## src/rtl/latch_pkg.sv

```systemverilog
// Shared types and defaults for the arbiter that feeds the shared 4-bit latch.
package latch_pkg;

    localparam int N_REQ_DEF = 4;
    localparam int ANCHO_DEF = 4;
    localparam int CNT_W     = 4;

    typedef enum logic [1:0] {
        REPOSO  = 2'd0,
        CARGA   = 2'd1,
        RETENER = 2'd2
    } estado_t;

    function automatic logic [3:0] onehot4(input logic [1:0] idx);
        return 4'b0001 << idx;
    endfunction

endpackage

```

## src/rtl/arbitro_latch_prioridad_rr.sv

```systemverilog
// Rotated priority search: first set request after ptr, wrapping modulo 4.
module prioridad_rr (
    input  logic [3:0] req,
    input  logic [1:0] ptr,
    output logic       hay,
    output logic [1:0] ganador
);

    logic [1:0] idx;

    always_comb begin
        hay     = 1'b0;
        ganador = 2'd0;
        idx     = 2'd0;
        // k = 4 truncates to ptr itself, so the last granted requester is searched last
        for (int k = 1; k <= 4; k++) begin
            idx = ptr + 2'(k);
            if (!hay && req[idx]) begin
                hay     = 1'b1;
                ganador = idx;
            end
        end
    end

endmodule

```

## src/rtl/arbitro_latch.sv

```systemverilog
// Round-robin arbiter: grants one requester, pulses the latch load, then holds HOLD cycles.
//
//   state   | meaning
//   REPOSO  | idle, sampling req for a winner
//   CARGA   | load cycle: gnt and lat_sel high for one cycle
//   RETENER | latch value held stable while the counter runs down
module arbitro_latch
    import latch_pkg::*;
#(
    parameter int N_REQ = N_REQ_DEF,
    parameter int ANCHO = ANCHO_DEF,
    parameter int HOLD  = 2
) (
    input  logic                   clk,
    input  logic                   rst,
    input  logic [N_REQ-1:0]       req,
    input  logic [N_REQ*ANCHO-1:0] datos,
    output logic [N_REQ-1:0]       gnt,
    output logic [ANCHO-1:0]       lat_entradas,
    output logic                   lat_sel,
    output logic                   ocupado,
    output logic [1:0]             fuente
);

    localparam logic [CNT_W-1:0] CNT_CARGA = CNT_W'(HOLD - 1);

    estado_t           state_q, state_d;
    logic [1:0]        ptr_q, ptr_d;
    logic [CNT_W-1:0]  cnt_q, cnt_d;
    logic [N_REQ-1:0]  gnt_q, gnt_d;
    logic              lat_sel_q, lat_sel_d;
    logic [ANCHO-1:0]  lat_entradas_q, lat_entradas_d;
    logic              ocupado_q, ocupado_d;
    logic [1:0]        fuente_q, fuente_d;

    logic              hay;
    logic [1:0]        ganador;
    logic [ANCHO-1:0]  dato_ganador;

    prioridad_rr u_prioridad (
        .req     (req),
        .ptr     (ptr_q),
        .hay     (hay),
        .ganador (ganador)
    );

    always_comb begin
        dato_ganador = '0;
        for (int i = 0; i < N_REQ; i++) begin
            if (ganador == 2'(i)) begin
                dato_ganador = datos[i*ANCHO +: ANCHO];
            end
        end
    end

    always_ff @(posedge clk) begin
        if (rst) begin
            state_q <= REPOSO;
        end else begin
            state_q <= state_d;
        end
    end

    always_comb begin
        state_d = state_q;
        ptr_d   = ptr_q;
        cnt_d   = cnt_q;
        case (state_q)
            REPOSO: begin
                if (hay) begin
                    state_d = CARGA;
                    ptr_d   = ganador;
                end
            end
            CARGA: begin
                state_d = RETENER;
                cnt_d   = CNT_CARGA;
            end
            RETENER: begin
                if (cnt_q == '0) begin
                    state_d = REPOSO;
                end else begin
                    cnt_d = cnt_q - CNT_W'(1);
                end
            end
            default: begin
                state_d = REPOSO;
            end
        endcase
    end

    // Output registers are loaded one edge ahead so every output is a flop.
    always_comb begin
        gnt_d          = '0;
        lat_sel_d      = 1'b0;
        lat_entradas_d = lat_entradas_q;
        ocupado_d      = 1'b0;
        fuente_d       = fuente_q;
        case (state_q)
            REPOSO: begin
                if (hay) begin
                    gnt_d          = N_REQ'(onehot4(ganador));
                    lat_sel_d      = 1'b1;
                    lat_entradas_d = dato_ganador;
                    ocupado_d      = 1'b1;
                    fuente_d       = ganador;
                end
            end
            CARGA: begin
                ocupado_d = 1'b1;
            end
            RETENER: begin
                ocupado_d = (cnt_q != '0);
            end
            default: begin
                ocupado_d = 1'b0;
            end
        endcase
    end

    always_ff @(posedge clk) begin
        if (rst) begin
            ptr_q          <= 2'd3;
            cnt_q          <= '0;
            gnt_q          <= '0;
            lat_sel_q      <= 1'b0;
            lat_entradas_q <= '0;
            ocupado_q      <= 1'b0;
            fuente_q       <= 2'd0;
        end else begin
            ptr_q          <= ptr_d;
            cnt_q          <= cnt_d;
            gnt_q          <= gnt_d;
            lat_sel_q      <= lat_sel_d;
            lat_entradas_q <= lat_entradas_d;
            ocupado_q      <= ocupado_d;
            fuente_q       <= fuente_d;
        end
    end

    assign gnt          = gnt_q;
    assign lat_sel      = lat_sel_q;
    assign lat_entradas = lat_entradas_q;
    assign ocupado      = ocupado_q;
    assign fuente       = fuente_q;

endmodule

```

## config.mk

```make
export PLATFORM = sky130hd
export DESIGN_NAME = arbitro_latch
export DESIGN_NICKNAME = d
export VERILOG_FILES = /design/src/rtl/latch_pkg.sv /design/src/rtl/arbitro_latch_prioridad_rr.sv /design/src/rtl/arbitro_latch.sv
export SDC_FILE = /design/constraint.sdc
export NUM_CORES = 1
export LEC_CHECK = 0
export CORE_ASPECT_RATIO = 1.25
export CORE_UTILIZATION = 42
export DETAILED_ROUTE_END_ITERATION = 10
export GPL_TIMING_DRIVEN = 0
export HOLD_SLACK_MARGIN = 0.1
export PLACE_DENSITY = 0.86
export SLEW_MARGIN = 20
export SYNTH_ARGS = -nofsm -noshare
export SYNTH_HDL_FRONTEND = slang
export SYNTH_SLANG_ARGS = --single-unit
```

## constraint.sdc

```tcl
create_clock -name clk -period 2.33 [get_ports clk]
set_clock_uncertainty 0.2 [all_clocks]
set_input_delay 0.466 -clock clk [delete_from_list [all_inputs] [get_ports clk]]
set_output_delay 0.466 -clock clk [all_outputs]
set_load 0.01 [all_outputs]
```

Word-level counts from Yosys, hierarchy flattened --
Index checks and enable logic that the tools add are counted.
Word-level totals: bits in registers 20, input bits 22
Cells by class: add/subtract/negate cells 4, order comparisons 4, eq/ne operators 8, shift-type cells 1, muxes and demuxes 27, bitwise gates (word level) 2, reductions and logical operators 16
Operators with widths (count):
- 4-bit two-way mux | 5
- 2-bit by 3-bit less-than comparator with 1-bit output, second input constant | 4
- 2-bit two-way mux | 6
- 1-bit two-way mux | 9
- 1-bit binary-select mux with 2-bit select | 4
- 4-bit case mux with 2 select lines | 1
- 2-bit == test, second input constant | 3
- 2-bit inequality test, second input constant | 3
- 2-bit case mux with 3 select lines | 1
- 2-bit AND reduction | 3
- 2-bit adder, second input constant | 2
- 2-bit by 1-bit == test with 1-bit output, second input constant | 2
- 2-bit zero test | 2
- 4-bit zero test | 1
- 4-bit nonzero test | 1
- 1-bit by 2-bit left shift with 4-bit output, first input constant | 1
- 4-bit by 1-bit subtractor with 4-bit output, second input constant | 1
- 1-bit logical AND | 3
- 1-bit zero test | 3
- 1-bit case mux with 3 select lines | 1
- 3-bit OR reduction | 1
- 2-bit by 1-bit adder with 2-bit output, second input constant | 1
- 1-bit inverter | 2
- 2-bit nonzero test | 1
- 2-bit OR reduction | 1

Depth between registers and ports, before layout --
Gate-level depths: netlist of run 1.
depth after elaboration 18, gate-level depth with buffers 7

Modules after synthesis --
Synthesis of run 1 repeated with hierarchy kept, for this count alone.
Second synthesis, totals: cell total of the unflattened synthesis 100, area total of the unflattened synthesis 943.4 µm²
Modules (own cells, without submodules):
- arbitro_latch | times used 1, cells an instance 86, area an instance 852.1 µm², sequential area each 400.4 µm²
- prioridad_rr | times used 1, cells an instance 14, area an instance 91.3 µm², sequential area each 0.0 µm²

Worst setup path before layout of run 1 --
OpenSTA, ideal clock, no wires.
kind input port to flip-flop, from in req[0], to reg lat_entradas_q[0], in the netlist lat_entradas[0], arrival 1442 ps, setup slack 555 ps, stages 6, buffers on the path 1, cells stage by stage and2b_1 -> a21oi_1 -> o221a_2 -> buf_4 -> mux2i_1 -> o221ai_1
On the way: word-level cells in the longest chain between the ends 17, elaborated cells between the ends (all ways) 31, classes of those cells 3 x eq/ne; 20 x mux; 8 x reduce/logical
RTL lines:
- from (decl) | line arbitro_latch.sv:16 | input logic [N_REQ-1:0] req,
- 1-bit binary-select mux with 2-bit select | line arbitro_latch_prioridad_rr.sv:18 | if (!hay && req[idx]) begin
- 1-bit two-way mux (implied by the code) | line arbitro_latch_prioridad_rr.sv:18
- 1-bit two-way mux | line arbitro_latch_prioridad_rr.sv:18
- 1-bit zero test | line arbitro_latch_prioridad_rr.sv:18
- 1-bit logical AND | line arbitro_latch_prioridad_rr.sv:18
- 1-bit two-way mux | line arbitro_latch_prioridad_rr.sv:18
- 1-bit zero test | line arbitro_latch_prioridad_rr.sv:18
- 1-bit logical AND | line arbitro_latch_prioridad_rr.sv:18
- 1-bit two-way mux | line arbitro_latch_prioridad_rr.sv:18
- 1-bit zero test | line arbitro_latch_prioridad_rr.sv:18
- 1-bit logical AND | line arbitro_latch_prioridad_rr.sv:18
- 2-bit two-way mux | line arbitro_latch_prioridad_rr.sv:18
- 2-bit zero test | line arbitro_latch.sv:50 | if (ganador == 2'(i)) begin
- 4-bit two-way mux (4 in a row) | line arbitro_latch.sv:50
- to (signal assigned) | line arbitro_latch.sv:135 | lat_entradas_q <= lat_entradas_d;
- to (decl) | line arbitro_latch.sv:32 | logic [ANCHO-1:0] lat_entradas_q, lat_entradas_d;
Several ways; a longest one is shown, not always the timed one. The select of a mux whose other input is x is not followed. A chain may end at the register's enable or synchronous reset.

Worst setup path in the final report of run 1 --
from in req[0], to reg lat_entradas_q[2], in the netlist lat_entradas[2]
The elaborated chain is that of the path after synthesis.

==> results.yml, run 1 <==
placed_design:
  place_congestion: 0.809
  placed_cells: 150
  port_buffers: 33
  dp.final_hpwl_mm: 1.51
clock_network:
  path_clk_slew_ns: 0.10
  cts-buffers-inserted: 3
  insertion_delay_ns: 0.30
  post_cts_buffers: 0
  clockRootBuffer: "clkbuf_4"
  clock-sinks: 20
  clockBufferDepth: 2
  cts_resized: 0
  cts_tree: "done"
  cts_hold_buffers: 0
  cts_max_level: 1
synthesis:
  ys_seq_elements: 20
  synth_area_um2: 896
  yosysSeqAreaShare_pct: 44.7
  ys_warn_count: 0
  syn-num-nets: 120
  syn_avg_cell_area_um2: 9.24
  syn_inst: 97
  ys.flop_type: "dfxtp_1"
  ys_types: 31
  async_reset_ff_share_pct: 0
  synth_edf_count: 0
critical_path:
  setup.worst_path.end_class: "flop"
  worst_path_max_delay_cell: "clkdlybuf4s50_1"
  crit-reg2reg-launch: "ptr_q[1]$_SDFFE_PP1P_"
  r2r_cells: 6
  rrSetupSlack_ns: 0.50
  critPathTopFamily: "buffers and inverters"
  required_ns: 2.30
  critical_path.max_fanout: 10
  timing.rr.end: "lat_entradas[2]$_SDFFE_PP0P_"
  startpoint_type: "primary input"
  slowest_delay_ns: 0.52
  crit_buf_inv: 2
  critical_path_class: "in -> reg"
  arrival_ns: 2.13
  crit_chain: "clkdlybuf4s50_1, and2b_1, a21oi_1, o221a_2, buf_4, mux2i_1, o221ai_1"
global_route:
  grt_first_pass_wirelength_mm: 3.38
  grt_max_degree: 12
  grt_pass1_vias: 829
  gr-usage-all-layers_pct: 19.8
  antenna_found_initial: 0
  grt-ovfl-total: 0
route:
  dr.pass1.iters: 4
  remaining_drc_errors: 0
  viasPerCell: 5.29
  wirelength_mm: 2.00
  final_antenna_net_count: 0
  avgRoutedWirePerCell_um: 13.0
  via_count: 814
  first_iter_violations: 9
sta:
  period_share_pct: 92.6
  tns_ns: 0
  maxSlewHeadroom_pct: 71.2
  hold_viol: 0
  rsz0062_at_grt: "false"
  timing_worst_slew_pin_value_ns: 0.432
  fmax_mhz: 463
  timing_max_transition_violations_final: 0
  fin_crit_ns: 2.16
  setup_viol: 0
finish:
  layout_commonest_cell: "clkdlybuf4s50_1"
  fin_cells: 154
  area_growth_pct: 43.7
  diodes: 0
  final_cell_mix: "33 x clkdlybuf4s50_1, 20 x dfxtp_1, 15 x nor2_1, 9 x mux2i_1, 5 x nand3b_1"
  final_layout_size_suffix_gt1_share_pct: 6.72
  nets: 158
  fillers: 185
pwr:
  peakVddDrop_mv: 0.558
  power_density_nw_per_um2: 663
  p_leak_nw: 0.539
min_path:
  hold_depth: 2
  hold_end: "fuente[1]$_SDFFE_PP0P_"
  hp-class: "reg -> reg"
  worstHoldStart: "fuente[1]$_SDFFE_PP0P_"
run_status:
  status: "complete, no violations"
die:
  dieArea_um2: 2320
  coreArea_um2: 1980
  ios: 34
  row_count: 18
  die_y_um: 53.6
  initial_core_util_pct: 45.2
  die_w_um: 43.3
flow_run:
  drv_cap: 0
state kept, by name (all words and copies together) (netlist names):
register      cells
ptr_q             2
ocupado           1
lat_entradas      4
cnt_q             4
state_q           2
fuente            2
gnt               4
lat_sel           1
Yosys cell counts, types with 2 or more instances:
master,instances,area share [%]
o221ai_1,4,3.9
a211o_1,2,2.0
nor2b_1,4,2.8
clkbuf_1,2,0.84
nor2_1,15,6.3
a21oi_1,4,2.2
nand2b_1,4,2.8
nand3b_1,5,4.2
nand2_1,4,1.7
inv_1,4,1.7
a211oi_1,2,1.7
dfxtp_1,20,45
mux2i_1,9,10
through the flow:
step | power (W) | worst slack [ns] | util [%] | hold slack, ns | instance area (µm²)
after floorplan | 0.000544 | 0.555 | - | 0.278 | 896
after global placement | 0.000652 | -0.0504 | 63.1 | 0.275 | 1250
after detailed placement | 0.000661 | -0.171 | 63.1 | 0.280 | 1250
after CTS | 0.000864 | 0.162 | 65.0 | 0.303 | 1290
after global routing | 0.000906 | 0.0923 | 65.0 | 0.351 | 1290
final | 0.000853 | 0.172 | 65.0 | 0.298 | 1290
routing by layer:
metal  vias up  GRT usage (%)  part of all wire [%]
met5         -              0                     0
met4         0           9.09                   1.5
met3         7           4.70                   6.1
met2        29           37.6                    54
met1       363           20.4                    38
li1        415              -                     -
worst reg2reg max path: cells and delay by family (launching register included):
kind / cells / cell delay, ns
AO/OA/AOI/OAI: 2 / 0.42
buffers and inverters: 2 / 0.32
flip-flops: 1 / 0.34
multiplexers: 2 / 0.43
cell type report:
| type | instances | area, µm² | share of cell area (%) |
|---|---|---|---|
| repair buffers | 33 | 330 | 25.7 |
| plain buffers | 5 | 31.3 | 2.43 |
| inverters | 4 | 15.0 | 1.17 |
| flip-flops and latches | 20 | 400 | 31.1 |
| clock buffers | 4 | 36.3 | 2.82 |
| multi-input cells | 68 | 449 | 34.9 |
| well taps | 20 | 25.0 | 1.94 |
kinds of logic (layout without fill, tap and decap cells):
| kind of cell | Yosys count | in the layout | synth area share, % |
|---|---|---|---|
| and+or+nand+nor | 38 | 38 | 22.2 |
| DFF | 20 | 20 | 44.7 |
| AOI/OAI and AO/OA | 19 | 19 | 15.5 |
| muxes | 9 | 9 | 10.1 |
| buffers and inverters | 9 | 46 | 5.17 |
| adders and majority gates | 1 | 1 | 1.40 |
| xor gates and xnor gates | 1 | 1 | 0.978 |
power breakdown:
part / total (W) / internal (W) / switching (W) / leakage, nW
logic: 0.000253 / 0.000143 / 0.000110 / 0.353
registers: 0.000402 / 0.000380 / 0.0000217 / 0.165
clock network: 0.000198 / 0.0000954 / 0.000103 / 0.0210
worst max path at each step:
stage | startpoint | endpoint | slack (ns) | cells past startpoint
4_1_cts | req[0] | lat_entradas[2]$_SDFFE_PP0P_ | 0.16 | 7
6_report | req[0] | lat_entradas[2]$_SDFFE_PP0P_ | 0.17 | 7
5_1_grt | req[0] | lat_entradas[2]$_SDFFE_PP0P_ | 0.09 | 7
2_1_floorplan | req[0] | lat_entradas[0]$_SDFFE_PP0P_ | 0.56 | 6
3_3_place_gp | req[0] | lat_entradas[0]$_SDFFE_PP0P_ | -0.05 | 7
3_5_place_dp | req[0] | lat_entradas[2]$_SDFFE_PP0P_ | -0.17 | 7
Note: power is estimated with default switching activity, not from simulation.
==> run 2: changes to the inputs <==
--- a/config.mk
+++ b/config.mk
@@ -10,7 +10,7 @@
 export DETAILED_ROUTE_END_ITERATION = 10
 export GPL_TIMING_DRIVEN = 0
 export HOLD_SLACK_MARGIN = 0.1
-export PLACE_DENSITY = 0.86
+export PLACE_DENSITY = 0.77
 export SLEW_MARGIN = 20
 export SYNTH_ARGS = -nofsm -noshare
 export SYNTH_HDL_FRONTEND = slang
==> run 2 against run 1 <==
Die area stayed put. Global-route usage fell by 1.5 points. Clock-buffer cell count fell by 1. Non-clock buffer count stayed put. Clock power grew 43%. Sequential share of layout area fell by 0.39 points. Critical path type unchanged. Largest cell class unchanged. Largest power group unchanged.
==> results.yml, run 2 (synthesized netlist as in run 1, its figures left out) <==
clock_network:
  post_cts_buffers: 0
  cts_tree: "done"
  cts_max_level: 1
  clockBufferDepth: 2
  cts-buffers-inserted: 3
  cts_hold_buffers: 0
  clock-sinks: 20
  path_clk_slew_ns: 0.11
  clockRootBuffer: "clkbuf_4"
  insertion_delay_ns: 0.31
  cts_resized: 0
route:
  viasPerCell: 5.20
  wirelength_mm: 1.89
  remaining_drc_errors: 0
  via_count: 801
  first_iter_violations: 4
  final_antenna_net_count: 0
  dr.pass1.iters: 4
  avgRoutedWirePerCell_um: 12.3
die:
  row_count: 18
  coreArea_um2: 1980
  die_w_um: 43.3
  dieArea_um2: 2320
  die_y_um: 53.6
  ios: 34
  initial_core_util_pct: 45.2
sta:
  timing_worst_slew_pin_value_ns: 0.413
  holdWs_ns: 0.314
  timing_max_transition_violations_final: 0
  setup_viol: 0
  rsz0062_at_grt: "false"
  period_share_pct: 93.8
  setup_slack_ns: 0.145
  hold_viol: 0
  fmax_mhz: 458
  maxSlewHeadroom_pct: 72.4
  fin_crit_ns: 2.18
global_route:
  grt-ovfl-total: 0
  grt_max_degree: 13
  gr-usage-all-layers_pct: 18.3
  grt_first_pass_wirelength_mm: 3.14
  grt_pass1_vias: 790
  antenna_found_initial: 0
critical_path:
  crit-reg2reg-launch: "ptr_q[1]$_SDFFE_PP1P_"
  timing.rr.end: "lat_entradas[0]$_SDFFE_PP0P_"
  arrival_ns: 2.16
  r2r_cells: 6
  startpoint: "req[0]"
  required_ns: 2.31
  startpoint_type: "primary input"
  critical_path.max_fanout: 10
  worstSetupEndpoint: "lat_entradas[0]$_SDFFE_PP0P_"
  critical_path_class: "in -> reg"
  setup.worst_path.end_class: "flop"
  rrSetupSlack_ns: 0.51
placed_design:
  dp.final_hpwl_mm: 1.48
  place_congestion: 0.708
  port_buffers: 33
  pre_cts_slack_ns: -0.191
pwr:
  power.total_w: 0.000936
  peakVddDrop_mv: 0.469
  p_leak_nw: 0.546
  power_density_nw_per_um2: 718
finish:
  diodes: 0
  final_layout_size_suffix_gt1_share_pct: 6.72
  area_growth_pct: 45.5
  layout_commonest_cell: "clkdlybuf4s50_1"
  final_cell_mix: "33 x clkdlybuf4s50_1, 20 x dfxtp_1, 15 x nor2_1, 9 x mux2i_1, 5 x nand3b_1"
  nets: 158
  utilization_pct: 65.8
flow_run:
  drv_cap: 0
run_status:
  status: "complete, no violations"
min_path:
  hp-class: "reg -> reg"
[run 2: final cells by class]
type | instances | area [µm²]
Fill cell | 180 | 678
Multi-Input combinational cell | 68 | 449
Sequential cell | 20 | 400
Timing Repair Buffer | 33 | 330
Buffer | 5 | 31.3
Clock inverter | 1 | 30.0
Tap cell | 20 | 25.0
Clock buffer | 3 | 22.5
Inverter | 4 | 15.0
[run 2: stage by stage]
step	instance area, µm²	setup TNS [ns]	std cells
final	1300	0	154
after global routing	1300	0	154
after CTS	1300	0	154
after detailed placement	1250	-0.564	150
after global placement	1250	-0.225	150
after floorplan	896	0	97
[run 2: how the worst min path moves through the flow]
| stage | cells after the start | slack, ns | to | from |
|---|---|---|---|---|
| 2_1_floorplan | 2 | 0.28 | cnt_q[0]$_SDFFE_PP0P_ | cnt_q[0]$_SDFFE_PP0P_ |
| 4_1_cts | 2 | 0.32 | lat_entradas[1]$_SDFFE_PP0P_ | lat_entradas[1]$_SDFFE_PP0P_ |
| 6_report | 2 | 0.31 | lat_entradas[1]$_SDFFE_PP0P_ | lat_entradas[1]$_SDFFE_PP0P_ |
| 3_5_place_dp | 2 | 0.29 | lat_entradas[1]$_SDFFE_PP0P_ | lat_entradas[1]$_SDFFE_PP0P_ |
| 5_1_grt | 2 | 0.36 | lat_entradas[2]$_SDFFE_PP0P_ | lat_entradas[2]$_SDFFE_PP0P_ |
| 3_3_place_gp | 2 | 0.28 | fuente[1]$_SDFFE_PP0P_ | fuente[1]$_SDFFE_PP0P_ |
[run 2: routing by layer]
metal / GRT usage, % / share of wire [%]
met5: 0 / 0
met2: 35.8 / 54
met1: 17.9 / 40
met4: 10.6 / 2.2
met3: 3.02 / 3.8
[run 2: power by group]
| group | switching [W] | internal [W] | total (W) |
|---|---|---|---|
| Sequential | 0.0000216 | 0.000380 | 0.000402 |
| Clock | 0.000110 | 0.000174 | 0.000284 |
| Combinational | 0.000107 | 0.000143 | 0.000250 |
[run 2: critical path, cell delays in order]
cell,delay [ns]
clkdlybuf4s50_1,0.52
and2b_1,0.21
a21oi_1,0.12
o221a_2,0.25
buf_4,0.20
mux2i_1,0.24
o221ai_1,0.16
